File: config.mk
export PLATFORM = sky130hd
export DESIGN_NAME = core_alu_sched
export DESIGN_NICKNAME = d
export VERILOG_FILES = /design/src/rtl/core_alu_sched_pkg.sv /design/src/rtl/core_rr_arbiter.sv /design/src/rtl/core_alu_sched.sv
export SDC_FILE = /design/constraint.sdc
export NUM_CORES = 1
export LEC_CHECK = 0
export ABC_AREA = 1
export ABC_CLOCK_PERIOD_IN_PS = 6300
export CORE_UTILIZATION = 25
export CTS_BUF_LIST = sky130_fd_sc_hd__clkbuf_2
export CTS_CLUSTER_SIZE = 40
export DETAILED_ROUTE_END_ITERATION = 6
export GPL_TIMING_DRIVEN = 0
export PLACE_DENSITY = 0.61
export SLEW_MARGIN = 10
export SYNTH_ARGS = -nofsm -noshare
export SYNTH_HDL_FRONTEND = slang
export SYNTH_HIERARCHICAL = 1
export SYNTH_SLANG_ARGS = --single-unit
File: constraint.sdc
create_clock -name clk -period 6.3 [get_ports clk]
set_input_delay 0.945 -clock clk [delete_from_list [all_inputs] [get_ports clk]]
set_output_delay 0.945 -clock clk [all_outputs]
set_load 0.02 [all_outputs]
File: src/rtl/core_alu_sched_pkg.sv
// Shared types for the ALU issue scheduler: decode word, write-back line,
// request bundle and scheduler state encoding.
package core_alu_sched_pkg;

  localparam int NREG = 16;
  localparam int RW   = 4;

  typedef logic [NREG-1:0] hword;
  typedef logic [15:0]     word;

  typedef struct packed {
    logic [RW-1:0] rd;
    logic [7:0]    imm;
  } dec_data_t;

  typedef struct packed {
    logic [3:0] opc;
    dec_data_t  data;
  } insn_decode;

  typedef struct packed {
    logic          ready;
    logic [RW-1:0] rd;
    word           value;
  } wb_line;

  typedef struct packed {
    insn_decode dec;
    hword       src;
    word        a;
    word        b;
  } alu_req;

  typedef enum logic [1:0] {
    SCHED_IDLE,
    SCHED_ISSUE,
    SCHED_DRAIN
  } sched_state;

  localparam int DEC_W = $bits(insn_decode);
  localparam int WB_W  = $bits(wb_line);

  function automatic hword reg_bit(input logic [RW-1:0] r);
    return hword'(1) << r;
  endfunction

endpackage

File: src/rtl/core_rr_arbiter.sv
// One-hot arbiter: aged requesters win lowest-index first, otherwise
// round-robin starting at rr_ptr_i.
module core_rr_arbiter #(
  parameter int N  = 2,
  parameter int PW = 1
) (
  input  logic [N-1:0]  elig_i,
  input  logic [N-1:0]  aged_i,
  input  logic [PW-1:0] rr_ptr_i,
  output logic [N-1:0]  grant_o
);

  logic found;

  // Two passes replace a modular index: first at/after the pointer, then wrap.
  always_comb begin
    grant_o = '0;
    found   = 1'b0;
    if (|aged_i) begin
      for (int unsigned i = 0; i < N; i++) begin
        if (!found && aged_i[i]) begin
          grant_o[i] = 1'b1;
          found      = 1'b1;
        end
      end
    end else begin
      for (int unsigned j = 0; j < N; j++) begin
        if (!found && elig_i[j] && (j >= 32'(rr_ptr_i))) begin
          grant_o[j] = 1'b1;
          found      = 1'b1;
        end
      end
      for (int unsigned j = 0; j < N; j++) begin
        if (!found && elig_i[j]) begin
          grant_o[j] = 1'b1;
          found      = 1'b1;
        end
      end
    end
  end

endmodule

File: src/rtl/core_alu_sched.sv
// Issue scheduler sharing one single-cycle ALU between N decode lanes, with a
// register scoreboard, aging round-robin arbitration and a registered operand stage.
module core_alu_sched
  import core_alu_sched_pkg::*;
#(
  parameter int N        = 2,
  parameter int W        = 16,
  parameter int MAX_WAIT = 8
) (
  input  logic                    clk,
  input  logic                    rst_n,
  input  logic [N-1:0]            req_valid,
  input  logic [N-1:0][DEC_W-1:0] req_dec,
  input  logic [N-1:0][NREG-1:0]  req_src,
  input  logic [N-1:0][W-1:0]     req_a,
  input  logic [N-1:0][W-1:0]     req_b,
  output logic [N-1:0]            req_ready,
  output logic                    alu_start,
  output logic [DEC_W-1:0]        alu_dec,
  output logic [W-1:0]            alu_a,
  output logic [W-1:0]            alu_b,
  input  logic [WB_W-1:0]         wb,
  input  logic                    flush,
  output logic [NREG-1:0]         busy_regs,
  output logic                    idle
);

  localparam int            PW       = (N > 2) ? 2 : 1;
  localparam int            CW       = $clog2(MAX_WAIT + 1);
  localparam logic [CW-1:0] WAIT_SAT = CW'(MAX_WAIT);

  sched_state           state_q, state_d;
  hword                 busy_q, busy_d;
  logic [PW-1:0]        rr_q, rr_d;
  logic [N-1:0][CW-1:0] wait_q, wait_d;
  logic                 start_q;
  insn_decode           dec_q;
  logic [W-1:0]         a_q, b_q;

  insn_decode   dec_l [N];
  wb_line       wb_s;
  logic [N-1:0] elig, aged, grant;
  logic         issue_ok, any_g;
  logic [PW-1:0] gidx;
  insn_decode   g_dec;
  logic [W-1:0] g_a, g_b;
  logic         wb_value_unused;

  assign wb_s            = wb_line'(wb);
  assign wb_value_unused = ^wb_s.value;

  // rst_n gates issue so req_ready drops the moment reset asserts.
  assign issue_ok = rst_n & ~flush & (state_q != SCHED_DRAIN);

  always_comb begin
    for (int unsigned i = 0; i < N; i++) begin
      dec_l[i] = insn_decode'(req_dec[i]);
      elig[i]  = issue_ok & req_valid[i] & ~|(req_src[i] & busy_q)
                 & ~busy_q[dec_l[i].data.rd];
      aged[i]  = elig[i] & (wait_q[i] >= WAIT_SAT);
    end
  end

  core_rr_arbiter #(
    .N  (N),
    .PW (PW)
  ) u_arb (
    .elig_i   (elig),
    .aged_i   (aged),
    .rr_ptr_i (rr_q),
    .grant_o  (grant)
  );

  always_comb begin
    any_g = |grant;
    gidx  = '0;
    g_dec = '0;
    g_a   = '0;
    g_b   = '0;
    for (int unsigned i = 0; i < N; i++) begin
      if (grant[i]) begin
        gidx  = PW'(i);
        g_dec = dec_l[i];
        g_a   = req_a[i];
        g_b   = req_b[i];
      end
    end
  end

  // Clear applied before set so a same-edge retire and re-issue leaves the bit busy.
  always_comb begin
    busy_d = busy_q;
    if (wb_s.ready) busy_d = busy_d & ~reg_bit(wb_s.rd);
    if (any_g)      busy_d = busy_d | reg_bit(g_dec.data.rd);

    rr_d = rr_q;
    if (any_g) rr_d = (gidx == PW'(N - 1)) ? '0 : gidx + 1'b1;

    for (int unsigned i = 0; i < N; i++) begin
      if (!req_valid[i] || grant[i])  wait_d[i] = '0;
      else if (wait_q[i] < WAIT_SAT)  wait_d[i] = wait_q[i] + 1'b1;
      else                            wait_d[i] = wait_q[i];
    end
  end

  always_comb begin
    state_d = state_q;
    if (flush) begin
      state_d = SCHED_DRAIN;
    end else begin
      case (state_q)
        SCHED_IDLE:  if (any_g)                  state_d = SCHED_ISSUE;
        SCHED_ISSUE: if (!any_g && busy_q == '0) state_d = SCHED_IDLE;
        SCHED_DRAIN: if (busy_q == '0)           state_d = SCHED_IDLE;
        default:                                 state_d = SCHED_IDLE;
      endcase
    end
  end

  always_ff @(posedge clk or negedge rst_n) begin
    if (!rst_n) begin
      state_q <= SCHED_IDLE;
      busy_q  <= '0;
      rr_q    <= '0;
      wait_q  <= '0;
      start_q <= 1'b0;
      dec_q   <= '0;
      a_q     <= '0;
      b_q     <= '0;
    end else begin
      state_q <= state_d;
      busy_q  <= busy_d;
      rr_q    <= rr_d;
      wait_q  <= wait_d;
      start_q <= any_g;
      if (any_g) begin
        dec_q <= g_dec;
        a_q   <= g_a;
        b_q   <= g_b;
      end
    end
  end

  assign req_ready = grant;
  assign alu_start = start_q;
  assign alu_dec   = dec_q;
  assign alu_a     = a_q;
  assign alu_b     = b_q;
  assign busy_regs = busy_q;
  assign idle      = (state_q == SCHED_IDLE) && (busy_q == '0);

endmodule

**Word-level counts from Yosys, hierarchy flattened**

Cells that the tools add are included.

- Register bits after elaboration: 76
- Bits of input ports: 154
- Output and inout bits: 68
- Word-level logic and storage cells: 110

- Add/sub/neg operators: 3
- $lt $le $gt $ge: 7
- Equality and inequality tests: 6
- Shift-type cells: 2
- Multiplexer cells: 36
- Bitwise operators: 18
- Reduce and logical (&&, ||, !) cells: 27

Operator list:

| operator | count |
|---|---|
| $mux 16 | 8 |
| $and 16x16->16 | 3 |
| $reduce_or 16->1 | 2 |
| $shl 1x4->16 const A | 2 |
| $logic_not 16->1 | 1 |
| $mux 1 | 16 |
| $mux 4 | 4 |
| $not 16->16 | 1 |
| $or 16x16->16 | 1 |
| $and 1x1->1 | 10 |
| $lt 4x5->1 const B | 2 |
| $mux 2 | 5 |
| $logic_not 1->1 | 9 |
| $ne 3x3->1 const B | 3 |
| $add 4x1->4 const B | 2 |
| $bmux 1 s4 | 2 |
| $ge 4x4->1 const B | 2 |
| $lt 4x4->1 const B | 2 |
| $logic_and 1x1->1 | 7 |
| $pmux 2 s3 | 1 |
| $reduce_bool 2->1 | 2 |
| $reduce_or 2->1 | 2 |
| $not 1->1 | 3 |
| $reduce_and 3->1 | 1 |
| other kinds (7) | 8 |

**Longest topological paths before layout**

Gate-level depths: netlist of run 1.

- Word-level depth: 27
- Depth in mapped cells: 18
- Depth with buffers taken out: 17

**Modules after synthesis**

Netlist of run 1, hierarchy kept.

By module, submodules not included:

| module | times used | cells each | area an instance (µm²) | seq. area each (µm²) |
|---|---|---|---|---|
| core_alu_sched | 1 | 526 | 3946.3 | 1901.8 |
| core_rr_arbiter | 1 | 10 | 42.5 | 0.0 |

**Worst setup path after synthesis of run 1**

No wires, ideal clock.

- Path kind: in2out
- Start point: input port req_dec[24] (netlist bit)
- End point: output port req_ready[1]
- Data arrival time: 2058 ps
- Required time: 5355 ps
- Setup slack: 3297 ps
- Cell stages on the path: 11
- Buffers on the path: 1
- Cells stage by stage: buf_2 > inv_1 > nand2_1 > nand3_1 > nand3_1 > nand3_1 > nand3_1 > nor2_1 > nor2_2 > nand3_1 > nand2_1

- Elaborated cells on any way between the ends: 20
- Classes of those cells: mux (10); bitwise (3); reduce/logical (7)

RTL lines:

| item | RTL line | RTL |
|---|---|---|
| start, declared | core_alu_sched.sv:13 | `input logic [N-1:0][DEC_W-1:0] req_dec,` |
| $bmux 1 s4 * | core_alu_sched.sv:59 | `& ~busy_q[dec_l[i].data.rd];` |
| $mux 1 (implied by the code) * | core_alu_sched.sv:59 |  |
| $not 1->1 * | core_alu_sched.sv:59 |  |
| $and 1x1->1 * | core_alu_sched.sv:59 |  |
| $and 1x1->1 * | core_alu_sched.sv:60 | `aged[i] = elig[i] & (wait_q[i] >= WAIT_SAT);` |
| via aged[1] | core_alu_sched.sv:42 | `logic [N-1:0] elig, aged, grant;` |
| $logic_and 1x1->1 | core_rr_arbiter.sv:21 | `if (!found && aged_i[i]) begin` |
| $mux 1 | core_rr_arbiter.sv:21 |  |
| $mux 2 * | core_rr_arbiter.sv:19 | `if (\|aged_i) begin` |
| end, declared | core_alu_sched.sv:17 | `output logic [N-1:0] req_ready,` |

Mark *: on every way through the listed nets, which the timed path passes. The rest lies on a longest branch. The select of a mux whose other input is x is not followed.

**Worst setup path in the final report of run 1**

- Start point: input port rst_n
- End point: output port req_ready[1]

- Elaborated cells on any way between the ends: 32
- Classes of those cells: mux (12); bitwise (10); reduce/logical (10)

RTL lines:

| item | RTL line | RTL |
|---|---|---|
| start, declared | core_alu_sched.sv:11 | `input logic rst_n,` |
| $and 1x1->1 * (2 in series) | core_alu_sched.sv:53 | `assign issue_ok = rst_n & ~flush & (state_q != SCHED_DRAIN);` |
| $and 1x1->1 * (2 in series) | core_alu_sched.sv:58 | `elig[i] = issue_ok & req_valid[i] & ~\|(req_src[i] & busy_q)` |
| $and 1x1->1 * | core_alu_sched.sv:59 |  |
| $and 1x1->1 * | core_alu_sched.sv:60 |  |
| via aged[0] | core_alu_sched.sv:42 |  |
| $mux 1 | core_rr_arbiter.sv:21 |  |
| $mux 1 | core_rr_arbiter.sv:19 |  |
| $logic_not 1->1 | core_rr_arbiter.sv:21 |  |
| $logic_and 1x1->1 | core_rr_arbiter.sv:21 |  |
| $mux 1 | core_rr_arbiter.sv:21 |  |
| $mux 2 * | core_rr_arbiter.sv:19 |  |

Marked as above.

==> results of run 1 <==
## area by class of cell
class                           instances  area, um2  share of cell area, %
Timing Repair Buffer                  204       2060                   32.2
Inverter                               52        195                   3.06
Buffer                                 16       77.6                   1.21
Sequential cell                        76       1900                   29.8
Antenna cell                            4       10.0                  0.157
Clock buffer                           10       50.0                  0.783
Multi-Input combinational cell        392       1810                   28.4
Tap cell                              211        264                   4.13
Clock inverter                          4       18.8                  0.294
## power groups by stage
stage	clock network, W	registers [W]	logic [W]
after global placement	0	0.000789	0.000960
after floorplan	0	0.000965	0.000255
after detailed placement	0	0.000785	0.000966
after CTS	0.000229	0.000781	0.000967
after global routing	0.000251	0.000802	0.00104
final	0.000219	0.000782	0.000956
## state kept, by name, summed over array words and instances, names as in the netlist
register and count:
alu_dec 16, alu_start 1, wait_q 8, state_q 2
busy_regs 16, rr_q 1, alu_a 16, alu_b 16
## critical path, stage by stage
cell and delay (ns):
buf_4 0.26, buf_16 0.32, nand3_1 0.13, nand3b_1 0.19, nor2_1 0.15, nand3_1 0.15, nor2_1 0.17, nor2_2 0.07
nand3_1 0.08, nand2_1 0.18, clkdlybuf4s50_1 0.61
## cells in the mapped netlist (5+ instances only)
library cell	count	area [um2]
a21oi_1	10	50.1
a22oi_1	29	218
buf_2	8	40.0
clkbuf_1	5	18.8
dfrtp_1	76	1900
inv_1	45	169
inv_2	7	26.3
nand2_1	212	796
nand3_1	62	310
nor2_1	18	67.6
o21ai_0	22	110
o21ai_1	14	70.1
## per-stage QoR
stage	worst slack [ns]	total power (W)
floorplan	3.30	0.00122
global placement	-0.823	0.00175
detailed placement	2.03	0.00175
CTS	2.02	0.00198
global route	1.77	0.00209
finish	2.07	0.00196
## path summary, 6_finish.rpt
kind                                    from      endpoint  slack [ns]
worst min register to register     wait_q[3]     wait_q[1]        0.50
worst max-delay path                   rst_n  req_ready[1]        2.07
max in group asynchronous              rst_n     wait_q[0]        5.50
worst max register to register  busy_regs[3]    state_q[0]        3.33
min in group clk                   wait_q[3]     wait_q[1]        0.50
worst min-delay path                   rst_n     alu_b[12]        0.21
## cells by family after synthesis
group	Yosys count	synth area share, %
AND/OR/NAND/NOR	309	32.1
buffers and inverters	68	6.84
flip-flops	76	47.7
AO/OA/AOI/OAI	79	12.1
adder cells (fa/ha/maj)	4	1.25
## routing by layer
metal	track usage, %	wire length, um	vias to the layer above
li1	-	-	2181
met1	21.7	6210	2007
met2	28.6	6440	229
met3	7.60	1640	18
met4	6.02	214	0
met5	0	0	-
==> results.cfg, run 1 <==
[final_layout]
final_common_cell = nand2_1
stdcell_area_mm2 = 0.00639
layout_common_cells = nand2_1 (212), clkdlybuf4s50_1 (202), dfrtp_1 (76)
fin_util_pct = 41.6
nNetsFinal = 909
n_fill_cell = 1611
area_delta_synth_final_pct = 60.2
final_cells = 969
layout-drive-gt1-share_pct = 4.77

[clock_network]
post_cts_buffers = 0
cts_tree = yes
postCtsHoldBufs = 0
cts.sinks = 76
numCtsBuffers = 9
clockBufferDepth = 2
h-tree-depth = 3
root_buffer = clkbuf_2
clock_latency_ns = 0.58
post_cts_resized = 0
path_clk_slew_ns = 0.21

[placement]
placed_cell_area_mm2 = 0.00631
dpl.cell_count = 951
io_buffers = 203
gp_congestion = 0.907
dp_hpwl_um = 11000

[critical_path]
startpoint_type = input port
cp_max_fo = 59
required_ns = 5.35
critPathKind = in2out
cp_data_arrival_time_ns = 3.28
cp-end-kind = output pin
reg2regPathDepth = 15

[synthesis]
synth_flop_cell = dfrtp_1
synth_cells = 536
synth_edf_count = 0
syn_avg_cell_area_um2 = 7.44
ys_warn_count = 6
ys_seq_area_share_pct = 47.7
synth_cell_type_count = 23
synth_nets = 694
syn_area_mm2 = 0.00399
ys_seq_elements = 76
async_flop_share_pct = 100

[timing]
fin_crit_ns = 4.23
holdWs_ns = 0.207
setup_viol = 0
slew_violations = 0
fin_crit_sh_pct = 67.1
hold_viol = 0
setup-tns-final_ns = 0
fin_skew_ns = 0.0322
rsz0062_at_grt = no
fmaxAchievable_mhz = 237
tightest_slew_ns = 0.520
slew_headroom_pct = 65.3

[pwr]
power_leakage_nw = 2.99
max-vdd-ir-drop_mv = 0.190
pwr-share-comb_pct = 48.9
swShare_pct = 39.8
p_clk_share_pct = 11.2
seqPwrFrac_pct = 40.0
intPower_w = 0.00118
power.density_mw_per_mm2 = 306
p_switching_w = 0.000778

[floorplanning]
start_util_pct = 26.0
core_mm2 = 0.0154
die_h_um = 128
fp.dieW_um = 128
rows = 45
dieArea_mm2 = 0.0165
io_pins = 222

[global_routing]
gr-total-overflow = 0
antenna_found_initial = 1
grt_pass1_wl_um = 22400
first_global_vias = 4355
grt_max_degree = 60
grt_usage_pct = 17.9

[routing]
drt.antenna.violating_nets = 0
first_iter_violations = 324
via_per_inst = 4.58
routed_wl_um = 14500
drc = 0
firstDrtPassIters = 5
vias = 4435
wire_per_inst_um = 15.0

[outcome]
status = completed

[flow_run]
maxCapViolCount = 0

[worst_hold_path]
min_path_type = in2async
Note: power is estimated with default switching activity, not from simulation.
==> inputs of run 2 (changes only) <==
--- a/config.mk
+++ b/config.mk
@@ -6,7 +6,7 @@
 export NUM_CORES = 1
 export LEC_CHECK = 0
 export ABC_AREA = 1
-export ABC_CLOCK_PERIOD_IN_PS = 6300
+export ABC_CLOCK_PERIOD_IN_PS = 4400
 export CORE_UTILIZATION = 25
 export CTS_BUF_LIST = sky130_fd_sc_hd__clkbuf_2
 export CTS_CLUSTER_SIZE = 40
==> constraint.sdc (replaced) <==
create_clock -name clk -period 4.4 [get_ports clk]
set_input_delay 0.66 -clock clk [delete_from_list [all_inputs] [get_ports clk]]
set_output_delay 0.66 -clock clk [all_outputs]
set_load 0.02 [all_outputs]
==> run 2 against run 1 <==
Clock-buffer cell count did not move. Largest cell class unchanged. First-iteration DRC count is 9.6% lower. Core utilization up 0.25 points. Worst hold slack gained 0.25 ns. Critical path depth increased by 1.
==> results.cfg, run 2 (synthesis results as in run 1) <==
[placement]
placed_cell_area_mm2 = 0.00631
io_buffers = 203
dp_slack_ns = 0.609
dp_hpwl_um = 11000
dpl.cell_count = 951
gp_congestion = 0.907

[critical_path]
cp-end-kind = output pin
regToRegSetupSlack_ns = 1.44
critPathKind = in2out
crit_path_cell_trace = dlygate4sd3_1, buf_6, buf_16, nand3_1, nand3b_1, nor2_1, nand3_1, nor2_1, nor2_2, nand3_1, nand2_1, clkdlybuf4s50_1
startpoint_type = input port
crit_start = rst_n
critical_path.top_delay_family = buffers and inverters
cp_common_cell = nand3_1
required_ns = 3.74
reg2reg_to = state_q[0]
reg2regPathDepth = 15
slowest_delay_ns = 0.60
critical_path.slowest_cell = clkdlybuf4s50_1
reg2reg_from = busy_regs[3]
cp_max_fo = 30
crit_buf_inv = 4
cp_data_arrival_time_ns = 3.41

[global_routing]
use_met1_pct = 21.7
grt_usage_pct = 17.9
antenna_found_initial = 1
grt_max_degree = 60
gr-total-overflow = 0
use_met2_pct = 28.6
grt_pass1_wl_um = 22400
grt_busiest_layer = met2
grt_use_met3_pct = 7.60
first_global_vias = 4359

[floorplanning]
die_h_um = 128
start_util_pct = 26.0
core_mm2 = 0.0154
dieArea_mm2 = 0.0165
rows = 45
fp.dieW_um = 128
io_pins = 222

[final_layout]
layout_common_cells = nand2_1 (212), clkdlybuf4s50_1 (202), dfrtp_1 (76)
stdcell_area_mm2 = 0.00643
area_delta_synth_final_pct = 61.1
final_cells = 971
layout-drive-gt1-share_pct = 4.89
fin_util_pct = 41.8
n_fill_cell = 1609
final_common_cell = nand2_1
register_area_mm2 = 0.00190
multi_input_area_mm2 = 0.00181
nNetsFinal = 911

[timing]
fin_skew_ns = 0.0355
setup_slack_ns = 0.329
setup_viol = 0
fin_crit_ns = 4.07
hold_viol = 0
rsz0062_at_grt = no
fin_crit_sh_pct = 92.5
fmaxAchievable_mhz = 246
tightest_slew_ns = 0.519
slew_headroom_pct = 65.4
slew_violations = 0

[routing]
drt.antenna.violating_nets = 0
vias = 4418
via_per_inst = 4.55
routed_wl_um = 14700
wire_per_inst_um = 15.1
drc = 0
first_iter_violations = 293
firstDrtPassIters = 6

[clock_network]
clock_latency_ns = 0.58
root_buffer = clkbuf_2
cts_tree = yes
post_cts_buffers = 0
numCtsBuffers = 9
h-tree-depth = 3
path_clk_slew_ns = 0.21
clockBufferDepth = 2
cts.sinks = 76

[pwr]
power_leakage_nw = 3.00
max-vdd-ir-drop_mv = 0.272
power.density_mw_per_mm2 = 437

[worst_hold_path]
min_path_type = in2async

[flow_run]
maxCapViolCount = 0

[outcome]
status = completed
-- run 2: cell count changes in the layout (fill, tap and decap cells not counted) --
cell	previous run	this run
buf_4	3	2
dlygate4sd3_1	0	1
clkbuf_16	0	1
buf_6	0	1
-- run 2: where the power goes --
group | internal (W) | switching, W | total [W]
clock | 0.0000650 | 0.000247 | 0.000312
sequential | 0.000939 | 0.000182 | 0.00112
combinational | 0.000686 | 0.000686 | 0.00137
-- run 2: what timing repair did --
item | 4_1_cts | 5_1_grt
hold buffers | 1 | 0
endpoints found under the hold margin | 18 | 0
setup endpoints to repair | 0 | 2
gates resized for setup | 0 | 1
-- run 2: final cells by class --
class	count	area share (%)
clock buffers	10	0.779
plain buffers	16	1.21
multi-input cells	392	28.2
diodes	4	0.156
clock inverters	4	0.292
flip-flops and latches	76	29.6
inverters	52	3.04
well taps	211	4.11
repair buffers	206	32.6
-- run 2: how the worst max path moves through the flow --
stage	cells past startpoint	endpoint	slack [ns]
after floorplan	16	state_q[0]	1.76
after global placement	14	state_q[0]	-2.23
after detailed placement	15	state_q[0]	0.61
after CTS	12	req_ready[1]	0.13
after global routing	12	req_ready[1]	0.06
final	12	req_ready[1]	0.33
-- run 2: per-layer routing --
metal	wire length, um	vias up
li1	-	2182
met1	6230	2003
met2	6540	218
met3	1710	15
met4	192	0
met5	0	-
-- run 2: worst reg2reg max path, cell delays in order, from the launching register on --
cell and delay [ns]:
dfrtp_1 0.53, nand2_1 0.10, nand2_1 0.05, nor2_1 0.14
nand3b_1 0.14, nor2_1 0.16, nand3_1 0.12, nor2_1 0.18
nor2_2 0.06, nand3_1 0.08, nand2_1 0.17, nor2_1 0.37
buf_2 0.35, inv_1 0.17, o21ai_0 0.19, nand2_1 0.06
-- run 2: per-stage QoR --
stage	TNS [ns]	power, W	hold slack, ns
2_1_floorplan	0	0.00175	0.364
3_5_place_dp	0	0.00251	0.471
3_3_place_gp	-172.22	0.00250	0.467
4_1_cts	0	0.00283	0.423
5_1_grt	0	0.00300	0.388
6_report	0	0.00281	0.459
==> inputs of run 3 (changes only) <==
--- a/config.mk
+++ b/config.mk
@@ -7,12 +7,15 @@
 export LEC_CHECK = 0
 export ABC_AREA = 1
 export ABC_CLOCK_PERIOD_IN_PS = 4400
+export CELL_PAD_IN_SITES_DETAIL_PLACEMENT = 0
+export CELL_PAD_IN_SITES_GLOBAL_PLACEMENT = 1
 export CORE_UTILIZATION = 25
 export CTS_BUF_LIST = sky130_fd_sc_hd__clkbuf_2
 export CTS_CLUSTER_SIZE = 40
 export DETAILED_ROUTE_END_ITERATION = 6
 export GPL_TIMING_DRIVEN = 0
-export PLACE_DENSITY = 0.61
+export PLACE_DENSITY = 0.82
+export SKIP_LAST_GASP = 1
 export SLEW_MARGIN = 10
 export SYNTH_ARGS = -nofsm -noshare
 export SYNTH_HDL_FRONTEND = slang
==> run 3 against run 2 <==
Non-clock buffer count is 1 lower. First-iteration DRC count is 29% lower. Maximum frequency is 0.68% lower.
==> results.cfg, run 3 (synthesis results as in run 1) <==
[clock_network]
clock_latency_ns = 0.57
root_buffer = clkbuf_2
numCtsBuffers = 9
path_clk_slew_ns = 0.21
cts.sinks = 76
post_cts_buffers = 0
h-tree-depth = 3
clockBufferDepth = 2
cts_tree = yes

[critical_path]
critical_path.top_delay_family = buffers and inverters
critical_path.slowest_cell = clkdlybuf4s50_1
critPathKind = in2out
crit_path_cell_trace = dlygate4sd3_1, buf_12, buf_16, nand3_1, nand3b_1, nor2_1, nand3_1, nor2_1, nor2_2, nand3_1, nand2_1, clkdlybuf4s50_1
cp-end-kind = output pin
reg2reg_from = busy_regs[3]
startpoint_type = input port
cp_max_fo = 41
reg2regPathDepth = 15
slowest_delay_ns = 0.60
cp_common_cell = nand3_1
cp_data_arrival_time_ns = 3.44
regToRegSetupSlack_ns = 1.34
crit_buf_inv = 4
reg2reg_to = state_q[0]
required_ns = 3.74

[timing]
fin_crit_sh_pct = 93.2
setup_viol = 0
fin_skew_ns = 0.0332
slew_headroom_pct = 65.6
fin_crit_ns = 4.10
fmaxAchievable_mhz = 244
rsz0062_at_grt = no
slew_violations = 0
hold_viol = 0
setup_slack_ns = 0.301
tightest_slew_ns = 0.514

[placement]
io_buffers = 203
dp_hpwl_um = 11100
gp_congestion = 0.867
dp_slack_ns = 0.377

[final_layout]
register_area_mm2 = 0.00190
nNetsFinal = 910
multi_input_area_mm2 = 0.00181
n_fill_cell = 1601
layout_common_cells = nand2_1 (212), clkdlybuf4s50_1 (202), dfrtp_1 (76)
area_delta_synth_final_pct = 61.5
layout-drive-gt1-share_pct = 5.15
fin_util_pct = 41.9
diodes = 0
final_common_cell = nand2_1

[routing]
vias = 4351
firstDrtPassIters = 5
routed_wl_um = 14400
first_iter_violations = 207
wire_per_inst_um = 14.9
drt.antenna.violating_nets = 0
drc = 0
via_per_inst = 4.49

[worst_hold_path]
whs_endpoint = wait_q[5]
worstHoldStart = wait_q[7]
min_path_type = reg2reg
hold_depth = 1

[pwr]
seqPwrFrac_pct = 38.5
p_switching_w = 0.00114
intPower_w = 0.00175
power.density_mw_per_mm2 = 448
swShare_pct = 39.3
p_clk_share_pct = 13.7
power_leakage_nw = 3.01
power_w = 0.00289
pwr-share-comb_pct = 47.7
max-vdd-ir-drop_mv = 0.354

[floorplanning]
core_mm2 = 0.0154
rows = 45
fp.dieW_um = 128
die_h_um = 128
start_util_pct = 26.0
io_pins = 222
dieArea_mm2 = 0.0165

[global_routing]
grt_usage_pct = 18.0
antenna_found_initial = 0
grt_pass1_wl_um = 22700
first_global_vias = 4406
gr-total-overflow = 0
grt_max_degree = 42

[flow_run]
maxCapViolCount = 0

[outcome]
status = completed
## run 3: changes by cell type in the layout (fill, tap and decap cells not counted), sizes merged
cell | before | now
diode | 4 | 0
clkbuf | 16 | 14
bufinv | 0 | 1
clkinvlp | 1 | 2
inv | 52 | 53
## run 3: worst max path at each step
stage / start / slack, ns / cells past startpoint / to
after floorplan: req_dec[24] / 1.76 / 16 / state_q[0]
after global placement: rst_n / -2.33 / 14 / state_q[0]
after detailed placement: rst_n / 0.38 / 15 / state_q[0]
after CTS: rst_n / 0.04 / 12 / req_ready[1]
after global routing: rst_n / 0.02 / 11 / req_ready[1]
final: rst_n / 0.30 / 12 / req_ready[1]
## run 3: final cells by class
type / count / share of cell area (%)
multi-input combinational: 392 / 28.2
clock buffer: 9 / 0.699
inverter: 52 / 3.03
timing repair buffer: 205 / 32.3
sequential: 76 / 29.5
buffer: 16 / 1.20
tap: 211 / 4.10
clock inverter: 7 / 1.03
## run 3: through the flow
step           TNS, ns  hold WS, ns  cell area (um2)  instances
2_1_floorplan        0        0.364             3990        536
3_3_place_gp   -172.55        0.464             6280        950
3_5_place_dp         0        0.471             6310        951
4_1_cts              0        0.480             6430        968
5_1_grt              0        0.449             6440        968
6_report             0        0.488             6440        968
## run 3: routing by layer
metal	part of all wire [%]	up-vias	track usage (%)
met2	45	177	29.5
met1	43	1976	21.9
met4	1.5	0	5.26
li1	-	2180	-
met5	0	-	0
met3	10	18	6.89
## run 3: worst register-to-register path: cells and delay by family, from the launching register on
family | cells | cell delay [ns]
AOI/OAI and AO/OA | 1 | 0.20
DFF | 1 | 0.53
and+or+nand+nor | 12 | 1.71
buffers and inverters | 2 | 0.55
## run 3: power groups by stage
stage	Combinational (W)	Clock [W]	Sequential, W
global placement	0.00139	0	0.00112
floorplan	0.000365	0	0.00138
finish	0.00138	0.000396	0.00111
CTS	0.00140	0.000414	0.00111
global route	0.00151	0.000440	0.00115
detailed placement	0.00139	0	0.00112
## run 3: what timing repair did
item	4_1_cts	5_1_grt
resized for setup	0	4
hold buffers	1	0
hold endpoints to repair	13	0
setup endpoints to repair	0	2
